--- config.mk ---
export PLATFORM = sky130hd
export DESIGN_NAME = uart_word_tx_fifo
export DESIGN_NICKNAME = d
export VERILOG_FILES = /design/src/rtl/uart_tx_pkg.sv /design/src/rtl/tx_word_fifo.sv /design/src/rtl/uart_word_tx_fifo.sv
export SDC_FILE = /design/constraint.sdc
export NUM_CORES = 1
export LEC_CHECK = 0
export BUFFER_PORTS_ARGS = -buffer_cell sky130_fd_sc_hd__buf_4
export CAP_MARGIN = 20
export CORE_MARGIN = 2
export CORE_UTILIZATION = 40
export CTS_CLUSTER_DIAMETER = 30
export DETAILED_ROUTE_END_ITERATION = 10
export GPL_TIMING_DRIVEN = 1
export RECOVER_POWER = 25
export SYNTH_ARGS = -nofsm -noshare
export SYNTH_HDL_FRONTEND = slang
export SYNTH_SLANG_ARGS = --single-unit
--- constraint.sdc ---
create_clock -name CLK -period 3.6 [get_ports CLK]
set_clock_uncertainty 0.15 [all_clocks]
set_input_delay 0 -clock CLK [delete_from_list [all_inputs] [get_ports CLK]]
set_output_delay 0 -clock CLK [all_outputs]
set_load 0.02 [all_outputs]
--- src/rtl/uart_tx_pkg.sv ---
// Shared types for the UART word transmit queue: serialiser states and queue entry layout.
package uart_tx_pkg;

    localparam int TX_BYTE_W = 8;

    typedef enum logic [1:0] {
        IDLE   = 2'd0,
        SEND   = 2'd1,
        STROBE = 2'd2,
        SETTLE = 2'd3
    } tx_state_t;

    typedef logic [1:0] tx_len_t;

    typedef struct packed {
        tx_len_t     len;
        logic [31:0] data;
    } tx_entry_t;

    // Left-justify the active bytes so the serialiser always takes bits [31:24] next.
    function automatic logic [31:0] align_msb(input tx_entry_t entry);
        logic [31:0] aligned;
        case (entry.len)
            2'd0:    aligned = {entry.data[7:0], 24'h000000};
            2'd1:    aligned = {entry.data[15:0], 16'h0000};
            2'd2:    aligned = {entry.data[23:0], 8'h00};
            default: aligned = entry.data;
        endcase
        return aligned;
    endfunction

endpackage

--- src/rtl/tx_word_fifo.sv ---
// Word queue for the UART transmitter: 2^DEPTH_LOG2 entries, first-word-fallthrough head,
// registered level/full/empty and a sticky overflow flag for dropped writes.
module tx_word_fifo
    import uart_tx_pkg::*;
#(
    parameter int DEPTH_LOG2 = 4
) (
    input  logic                  CLK,
    input  logic                  reset,
    input  tx_entry_t             wr_entry,
    input  logic                  wr_enable,
    input  logic                  rd_enable,
    output tx_entry_t             head,
    output logic [DEPTH_LOG2:0]   level,
    output logic                  full,
    output logic                  empty_q,
    output logic                  overflow
);

    localparam int                 DEPTH    = 1 << DEPTH_LOG2;
    localparam logic [DEPTH_LOG2:0] LEVEL_MAX = {1'b1, {DEPTH_LOG2{1'b0}}};

    tx_entry_t                 mem_reg [DEPTH];
    logic [DEPTH_LOG2-1:0]     wr_ptr_reg, rd_ptr_reg;
    logic [DEPTH_LOG2:0]       level_reg, level_next;
    logic                      full_reg, empty_reg, overflow_reg;
    logic                      push, pop;

    // A full queue drops the write even when a pop frees a slot in the same cycle.
    assign push = wr_enable & ~full_reg;
    assign pop  = rd_enable & ~empty_reg;

    always_comb begin
        level_next = level_reg;
        if (push && !pop) begin
            level_next = level_reg + (DEPTH_LOG2 + 1)'(1);
        end else if (!push && pop) begin
            level_next = level_reg - (DEPTH_LOG2 + 1)'(1);
        end
    end

    always_ff @(posedge CLK) begin
        if (push) begin
            mem_reg[wr_ptr_reg] <= wr_entry;
        end
    end

    always_ff @(posedge CLK or posedge reset) begin
        if (reset) begin
            wr_ptr_reg   <= '0;
            rd_ptr_reg   <= '0;
            level_reg    <= '0;
            full_reg     <= 1'b0;
            empty_reg    <= 1'b1;
            overflow_reg <= 1'b0;
        end else begin
            if (push) begin
                wr_ptr_reg <= wr_ptr_reg + DEPTH_LOG2'(1);
            end
            if (pop) begin
                rd_ptr_reg <= rd_ptr_reg + DEPTH_LOG2'(1);
            end
            if (wr_enable && full_reg) begin
                overflow_reg <= 1'b1;
            end
            level_reg <= level_next;
            full_reg  <= (level_next == LEVEL_MAX);
            empty_reg <= (level_next == '0);
        end
    end

    assign head     = mem_reg[rd_ptr_reg];
    assign level    = level_reg;
    assign full     = full_reg;
    assign empty_q  = empty_reg;
    assign overflow = overflow_reg;

endmodule

--- src/rtl/uart_word_tx_fifo.sv ---
// Buffered word-to-byte serialiser feeding the UART sender: queues 1-4 byte words and
// strobes them out most-significant active byte first, paced by sender_ready.
module uart_word_tx_fifo
    import uart_tx_pkg::*;
#(
    parameter int DEPTH_LOG2 = 4
) (
    input  logic                   CLK,
    input  logic                   reset,
    input  logic [31:0]            wr_data,
    input  logic [1:0]             wr_len,
    input  logic                   wr_enable,
    output logic                   full,
    output logic                   empty,
    output logic                   overflow,
    output logic [DEPTH_LOG2:0]    level,
    input  logic                   sender_ready,
    output logic [TX_BYTE_W-1:0]   sender_data,
    output logic                   sender_enable
);

    tx_state_t               state_reg, state_next;
    logic [31:0]             shift_reg, shift_next;
    logic [2:0]              remaining_reg, remaining_next;
    logic [TX_BYTE_W-1:0]    sender_data_reg, sender_data_next;
    logic                    sender_enable_reg, sender_enable_next;
    logic                    pop;
    logic                    empty_q;
    tx_entry_t               wr_entry, head;

    assign wr_entry = '{len: wr_len, data: wr_data};
    assign pop      = (state_reg == IDLE) && !empty_q;

    tx_word_fifo #(
        .DEPTH_LOG2 (DEPTH_LOG2)
    ) u_fifo (
        .CLK       (CLK),
        .reset     (reset),
        .wr_entry  (wr_entry),
        .wr_enable (wr_enable),
        .rd_enable (pop),
        .head      (head),
        .level     (level),
        .full      (full),
        .empty_q   (empty_q),
        .overflow  (overflow)
    );

    always_comb begin
        state_next         = state_reg;
        shift_next         = shift_reg;
        remaining_next     = remaining_reg;
        sender_data_next   = sender_data_reg;
        sender_enable_next = 1'b0;
        case (state_reg)
            IDLE: begin
                if (!empty_q) begin
                    shift_next     = align_msb(head);
                    remaining_next = {1'b0, head.len} + 3'd1;
                    state_next     = SEND;
                end
            end
            SEND: begin
                if (sender_ready) begin
                    sender_data_next   = shift_reg[31 -: TX_BYTE_W];
                    sender_enable_next = 1'b1;
                    shift_next         = shift_reg << TX_BYTE_W;
                    remaining_next     = remaining_reg - 3'd1;
                    state_next         = STROBE;
                end
            end
            STROBE: begin
                state_next = SETTLE;
            end
            // Extra cycle lets the sender drop sender_ready before it is sampled again.
            SETTLE: begin
                state_next = (remaining_reg != 3'd0) ? SEND : IDLE;
            end
            default: begin
                state_next = IDLE;
            end
        endcase
    end

    always_ff @(posedge CLK or posedge reset) begin
        if (reset) begin
            state_reg         <= IDLE;
            shift_reg         <= '0;
            remaining_reg     <= '0;
            sender_data_reg   <= '0;
            sender_enable_reg <= 1'b0;
        end else begin
            state_reg         <= state_next;
            shift_reg         <= shift_next;
            remaining_reg     <= remaining_next;
            sender_data_reg   <= sender_data_next;
            sender_enable_reg <= sender_enable_next;
        end
    end

    assign empty         = empty_q && (state_reg == IDLE);
    assign sender_data   = sender_data_reg;
    assign sender_enable = sender_enable_reg;

endmodule

# [Yosys cells after proc, flatten, opt, wreduce, memory -nomap -nowiden]
# Memories as Yosys holds them, arrays and structs flattened.
# Index checks and enable logic that the tools add are counted.
# Widths: inputs -> output; s select.
[word_totals] ramBits=544 output_inout_bits=17 reg_bits=62 mem_count=1 inputBits=38
[mem_list] name="u_fifo.mem_reg" depth=16 word_bits=34 rd=1 rd_ports_with_merged_regs=0 write_ports=1 line="tx_word_fifo.sv:23" rtl="tx_entry_t mem_reg [DEPTH];"
[classes] n_addsub=6 n_mux=17 reduce_logical=16 bitwise_logic=4 n_eq_ne=8
[op_table] op="$pmux 32 s3" count=1
[op_table] op="$mux 32" count=2
[op_table] op="$pmux 32 s2" count=1
[op_table] op="$mux 5" count=2
[op_table] op="$add 4x1->4 const B" count=2
[op_table] op="$pmux 2 s4" count=1
[op_table] op="$eq 2x2->1 const B" count=3
[op_table] op="$mux 3" count=2
[op_table] op="$pmux 3 s2" count=1
[op_table] op="$add 5x1->5 const B" count=1
[op_table] op="$eq 5x5->1 const B" count=1
[op_table] op="$logic_and 1x1->1" count=5
[op_table] op="$logic_not 5->1" count=1
[op_table] op="$mux 1" count=5
[op_table] op="$sub 5x1->5 const B" count=1
[op_table] op="$eq 2x1->1 const B" count=2
[op_table] op="$logic_not 2->1" count=2
[op_table] op="$mux 2" count=2
[op_table] op="$ne 2x2->1 const B" count=2
[op_table] op="$reduce_and 2->1" count=2
[op_table] op="$add 2x1->3 const B" count=1
[op_table] op="$logic_not 1->1" count=3
[op_table] op="$reduce_and 3->1" count=1
[op_table] op="$reduce_bool 3->1" count=1
[op_table] op="4 further kinds" count=6

# [Longest topological paths before layout]
[logic_depth] depth_word=7 mapped_depth=14 mapped_depth_nobuf=9

# [Hierarchy]
# From an unflattened synthesis, not the netlist that was laid out.
[unflattened] hier_cells=1213 area_unflattened_um2=24171.9
[modules_own_cells] module="tx_word_fifo" cells_each=953 seq_area_each_um2=16737.3 area_per_inst_um2=21463.1 n_inst=1
[modules_own_cells] module="uart_word_tx_fifo" cells_each=260 seq_area_each_um2=1151.1 area_per_inst_um2=2708.8 n_inst=1

# [Worst setup path after synthesis]
# No wires, ideal clock.
[synth_timing] path_kind="flip-flop to flip-flop" startpoint="reg u_fifo.full_reg (netlist: u_fifo.full)" endpoint="mem u_fifo.mem_reg[3][0] (netlist bit), enable pin" setup_slack_ps=-354 n_path_buf=1 path_stages_with_launch=5 arrival_time_ps=3337 period_less_slack_ps=3954 path_cell_list="dfrtp_1 nor2b_1 buf_2 nand2_1 nor3_1"
[synth_via] elab_chain_len=4
[synth_lines] item="from (decl)" line="tx_word_fifo.sv:26" rtl="logic full_reg, empty_reg, overflow_reg;"
[synth_lines] item="from (signal assigned)" line="tx_word_fifo.sv:67" rtl="full_reg <= (level_next == LEVEL_MAX);"
[synth_lines] item="$not 1->1" line="tx_word_fifo.sv:30" rtl="assign push = wr_enable & ~full_reg;"
[synth_lines] item="$and 1x1->1" line="tx_word_fifo.sv:30"
[synth_lines] item="$mux 1" line="tx_word_fifo.sv:43" rtl="if (push) begin"
[synth_lines] item="$mux 1 (not written as such)" line="tx_word_fifo.sv:44" rtl="mem_reg[wr_ptr_reg] <= wr_entry;"
[synth_lines] item="to (decl)" line="tx_word_fifo.sv:23"
# No other way between the ends.

# [Worst setup path after layout]
[layout_timing] startpoint="reg u_fifo.rd_ptr_reg[0]" endpoint="reg shift_reg[31]"
[layout_via] elab_chain_len=5 elab_cells_between_ends=7
[layout_lines] item="from (decl)" line="tx_word_fifo.sv:24" rtl="logic [DEPTH_LOG2-1:0] wr_ptr_reg, rd_ptr_reg;"
[layout_lines] item="from (signal assigned)" line="tx_word_fifo.sv:61" rtl="rd_ptr_reg <= rd_ptr_reg + DEPTH_LOG2'(1);"
[layout_lines] item="$mem_v2 16x34 (*)"
[layout_lines] item="$eq 2x2->1, or another cell as far along" line="uart_tx_pkg.sv:23" rtl="case (entry.len)"
[layout_lines] item="$pmux 32 s3 (*)" line="uart_tx_pkg.sv:23"
[layout_lines] item="$mux 32 (*)" line="uart_word_tx_fifo.sv:57" rtl="if (!empty_q) begin"
[layout_lines] item="$pmux 32 s2 (*)" line="uart_word_tx_fifo.sv:55" rtl="case (state_reg)"
[layout_lines] item="to (signal assigned)" line="uart_word_tx_fifo.sv:94" rtl="shift_reg <= shift_next;"
[layout_lines] item="to (decl)" line="uart_word_tx_fifo.sv:23" rtl="logic [31:0] shift_reg, shift_next;"
# Every way passes the cells marked *; elsewhere a longest branch is shown, timed or not. The select of a mux whose other input is x is not followed.
# A chain may end at the register's enable or synchronous reset.

==> flow_metrics.env <==
export IMPL_dp_cells=2144
export IMPL_switching_share_pct=33.2
export IMPL_clk_pin_slew_worst_paths_ns=0.05
export IMPL_syn_area_mm2=0.0246
export IMPL_switching_power_uw=9760
export IMPL_synth_cell_types=64
export IMPL_synthArstFlopShare_pct=10.2
export IMPL_grtUsageTotal_pct=20.7
export IMPL_cts_max_path_buffers=3
export IMPL_worstSetupStartpointType="flip-flop"
export IMPL_endpoint_kind="flip-flop"
export IMPL_rrSetupSlack_ns=0.20
export IMPL_critPathBufInv=2
export IMPL_critPathTopFamily="multiplexers"
export IMPL_syn_nets=1363
export IMPL_cap_violations=0
export IMPL_grtUsageMet2_pct=32.1
export IMPL_fin_cells=2403
export IMPL_final_cell_mix="edfxtp_1, mux4_2, clkbuf_16, buf_4, mux2i_1"
export IMPL_multiInputGateArea_mm2=0.00625
export IMPL_rows=90
export IMPL_wl_per_cell_um=26.9
export IMPL_routed_via_density=5.69
export IMPL_grt_max_degree=46
export IMPL_synth_seq_cells=606
export IMPL_fill_cells=4897
export IMPL_cts_tree="done"
export IMPL_design_area_mm2=0.0307
export IMPL_dr_pass1_iters=5
export IMPL_wl_mm=64.7
export IMPL_grt_met1_usage_pct=29.1
export IMPL_fmax_mhz=295
export IMPL_io_pins=55
export IMPL_drt_iter0_drc=1533
export IMPL_insertion_delay_ns=0.67
export IMPL_yosysTopAreaCell="edfxtp_1"
export IMPL_vias=13700
export IMPL_pwr_share_comb_pct=30.7
export IMPL_seq_power_share_pct=31.6
export IMPL_synthTopCellsByArea="edfxtp_1, mux4_2, dfrtp_1"
export IMPL_slew_viol_final=0
export IMPL_finalSetupViolCount=0
export IMPL_io_buffer_count=54
export IMPL_layout_commonest_cell="edfxtp_1"
export IMPL_required_ns=3.97
export IMPL_final_seq_area_mm2=0.0179
export IMPL_peakVddDrop_mv=0.461
export IMPL_area_growth_pct=24.8
export IMPL_use_met3_pct=4.74
export IMPL_drtAntennaViolNets=0
export IMPL_grt_antenna_before_repair=1
export IMPL_core_mm2=0.0606
export IMPL_status="complete, no violations"
export IMPL_dieArea_mm2=0.0634
export IMPL_cts_buffers=115
export IMPL_drive_above_1_share_pct=29.2
export IMPL_cp_slowest_cell="dfrtp_4"
export IMPL_drc=0
export IMPL_p_int_uw=19600
export IMPL_synth_warning_count=0
export IMPL_leakagePower_uw=0.0106
export IMPL_postPlaceCellArea_mm2=0.0262
export IMPL_ys_seq_area_share_pct=72.8
export IMPL_synthCells=1308
export IMPL_gp_congestion=0.938
export IMPL_syn_avg_cell_area_um2=18.8
export IMPL_finalHoldViolCount=0
export IMPL_total_power_uw=29400
export IMPL_min_period_ns=3.40
export IMPL_fin_setup_tns_ns=0
export IMPL_start_util_pct=40.5
export IMPL_grt_pass1_wl_mm=94.7
export IMPL_cts_sinks=606
export IMPL_largest_reg_flops=544
export IMPL_grt_pass1_vias=13900
export IMPL_htree_num_levels=3
export IMPL_clockRootBuffer="clkbuf_16"
export IMPL_crit_type="flip-flop to flip-flop"
export IMPL_synth_edf_count=544
export IMPL_synth_main_ff_cell="edfxtp_1"
export IMPL_cp_arrival_ns=3.76
export IMPL_slew_headroom_pct=22.5
export IMPL_final_nets=1575
export IMPL_grt_ovfl_total=0
export IMPL_hpwlAfterDp_mm=37.1
export IMPL_path_max_fanout=14
export IMPL_clkPwrFrac_pct=37.8
export IMPL_worstMarginPinSlew_ns=1.16
export IMPL_synth_top_area_share_pct=66.5
export IMPL_rsz0062_at_grt="no"
export IMPL_gr_max_usage_layer="met2"
export IMPL_fp_dieW_um=252
export IMPL_chipHeight_um=252
export IMPL_cts_setup_buffers=0
export IMPL_power_density_mw_per_mm2=958
export IMPL_fin_crit_sh_pct=94.3
export IMPL_cp_cell_sequence="mux4_2 > mux4_2 > ha_1 > buf_4 > nand2b_1 > buf_4 > nor2_1 > a2111oi_0 > a31oi_1"
export IMPL_diodes=0
export IMPL_holdCritPathClass="input pin to flip-flop"
export IMPL_cpPeakStageDelay_ns=0.57
## stage by stage
step	utilization, %	worst slack (ns)	hold slack (ns)
5_1_grt	50.6	0.0313	0.0865
3_3_place_gp	43.3	0.303	0.0720
2_1_floorplan	-	0.181	-0.0511
4_1_cts	50.7	0.247	0.00198
6_report	50.6	0.204	0.0711
3_5_place_dp	43.3	0.249	0.0752
## cells by family (layout without fill, tap and decap cells)
| logic type | Yosys count | after routing | share of synthesized area, % |
|---|---|---|---|
| simple gates | 176 | 176 | 3.39 |
| buf+inv | 97 | 410 | 2.28 |
| compound gates | 198 | 198 | 5.85 |
| mux | 203 | 203 | 14.4 |
| xor+xnor | 11 | 11 | 0.392 |
| fa+ha+maj | 17 | 17 | 0.866 |
| flops | 606 | 606 | 72.8 |
## layer usage
| layer | part of all wire (%) | vias to the layer above |
|---|---|---|
| li1 | - | 5846 |
| met1 | 44 | 7155 |
| met2 | 47 | 529 |
| met3 | 6.8 | 134 |
| met4 | 2.9 | 0 |
| met5 | 0 | - |
## Yosys cell counts, drive strengths merged (2+ instances only)
cell and count:
a2111oi 6, a211o 7, a211oi 8, a21o 3, a21oi 33, a221o 4
a221oi 12, a222oi 2, a22o 12, a22oi 35, a2bb2oi 2, a31oi 4
a32o 2, a32oi 5, and2 5, and3 5, buf 49, clkbuf 27
dfrtp 61, edfxtp 544, ha 17, inv 20, mux2 16, mux2i 69
mux4 118, nand2 61, nand2b 13, nand3 8, nand4 4, nor2 40
nor2b 18, nor3 9, nor4 4, o2111ai 3, o211ai 9, o21ai 24
o221ai 5, o22ai 8, o31ai 4, o32ai 3, or3 6, xnor2 11
## timing repair
item | CTS | global route
resized for setup | 0 | 1
endpoints found under the setup margin | 0 | 1
endpoints found under the hold margin | 602 | 0
hold buffers | 40 | 0
## power groups by stage
stage                     Sequential (µW)  Clock [µW]  Combinational, µW
final                                9280       11100               9010
after global routing                 9360       11600               9600
after CTS                            9280       11200               8990
after detailed placement             9390           0               8910
after global placement               9360           0               8870
after floorplan                      9190           0               5920
## final cells by class
type | count | area share, %
clock inverter | 97 | 3.82
multi-input combinational | 605 | 20.4
tap | 782 | 3.19
inverter | 21 | 0.257
clock buffer | 121 | 9.53
timing repair buffer | 171 | 4.45
sequential | 606 | 58.4
## final timing paths
kind                                       from              endpoint  depth (start not counted)
max                        u_fifo.rd_ptr_reg[0]         shift_reg[31]                          9
min                                  wr_data[1]  u_fifo.mem_reg[8][1]                          2
max reg2reg                u_fifo.rd_ptr_reg[0]         shift_reg[31]                          9
min reg2reg                     u_fifo.overflow       u_fifo.overflow                          1
max in group asynchronous                 reset        sender_data[0]                          5
min in group asynchronous                 reset         shift_reg[29]                          4
Note: power is estimated with default switching activity, not from simulation.
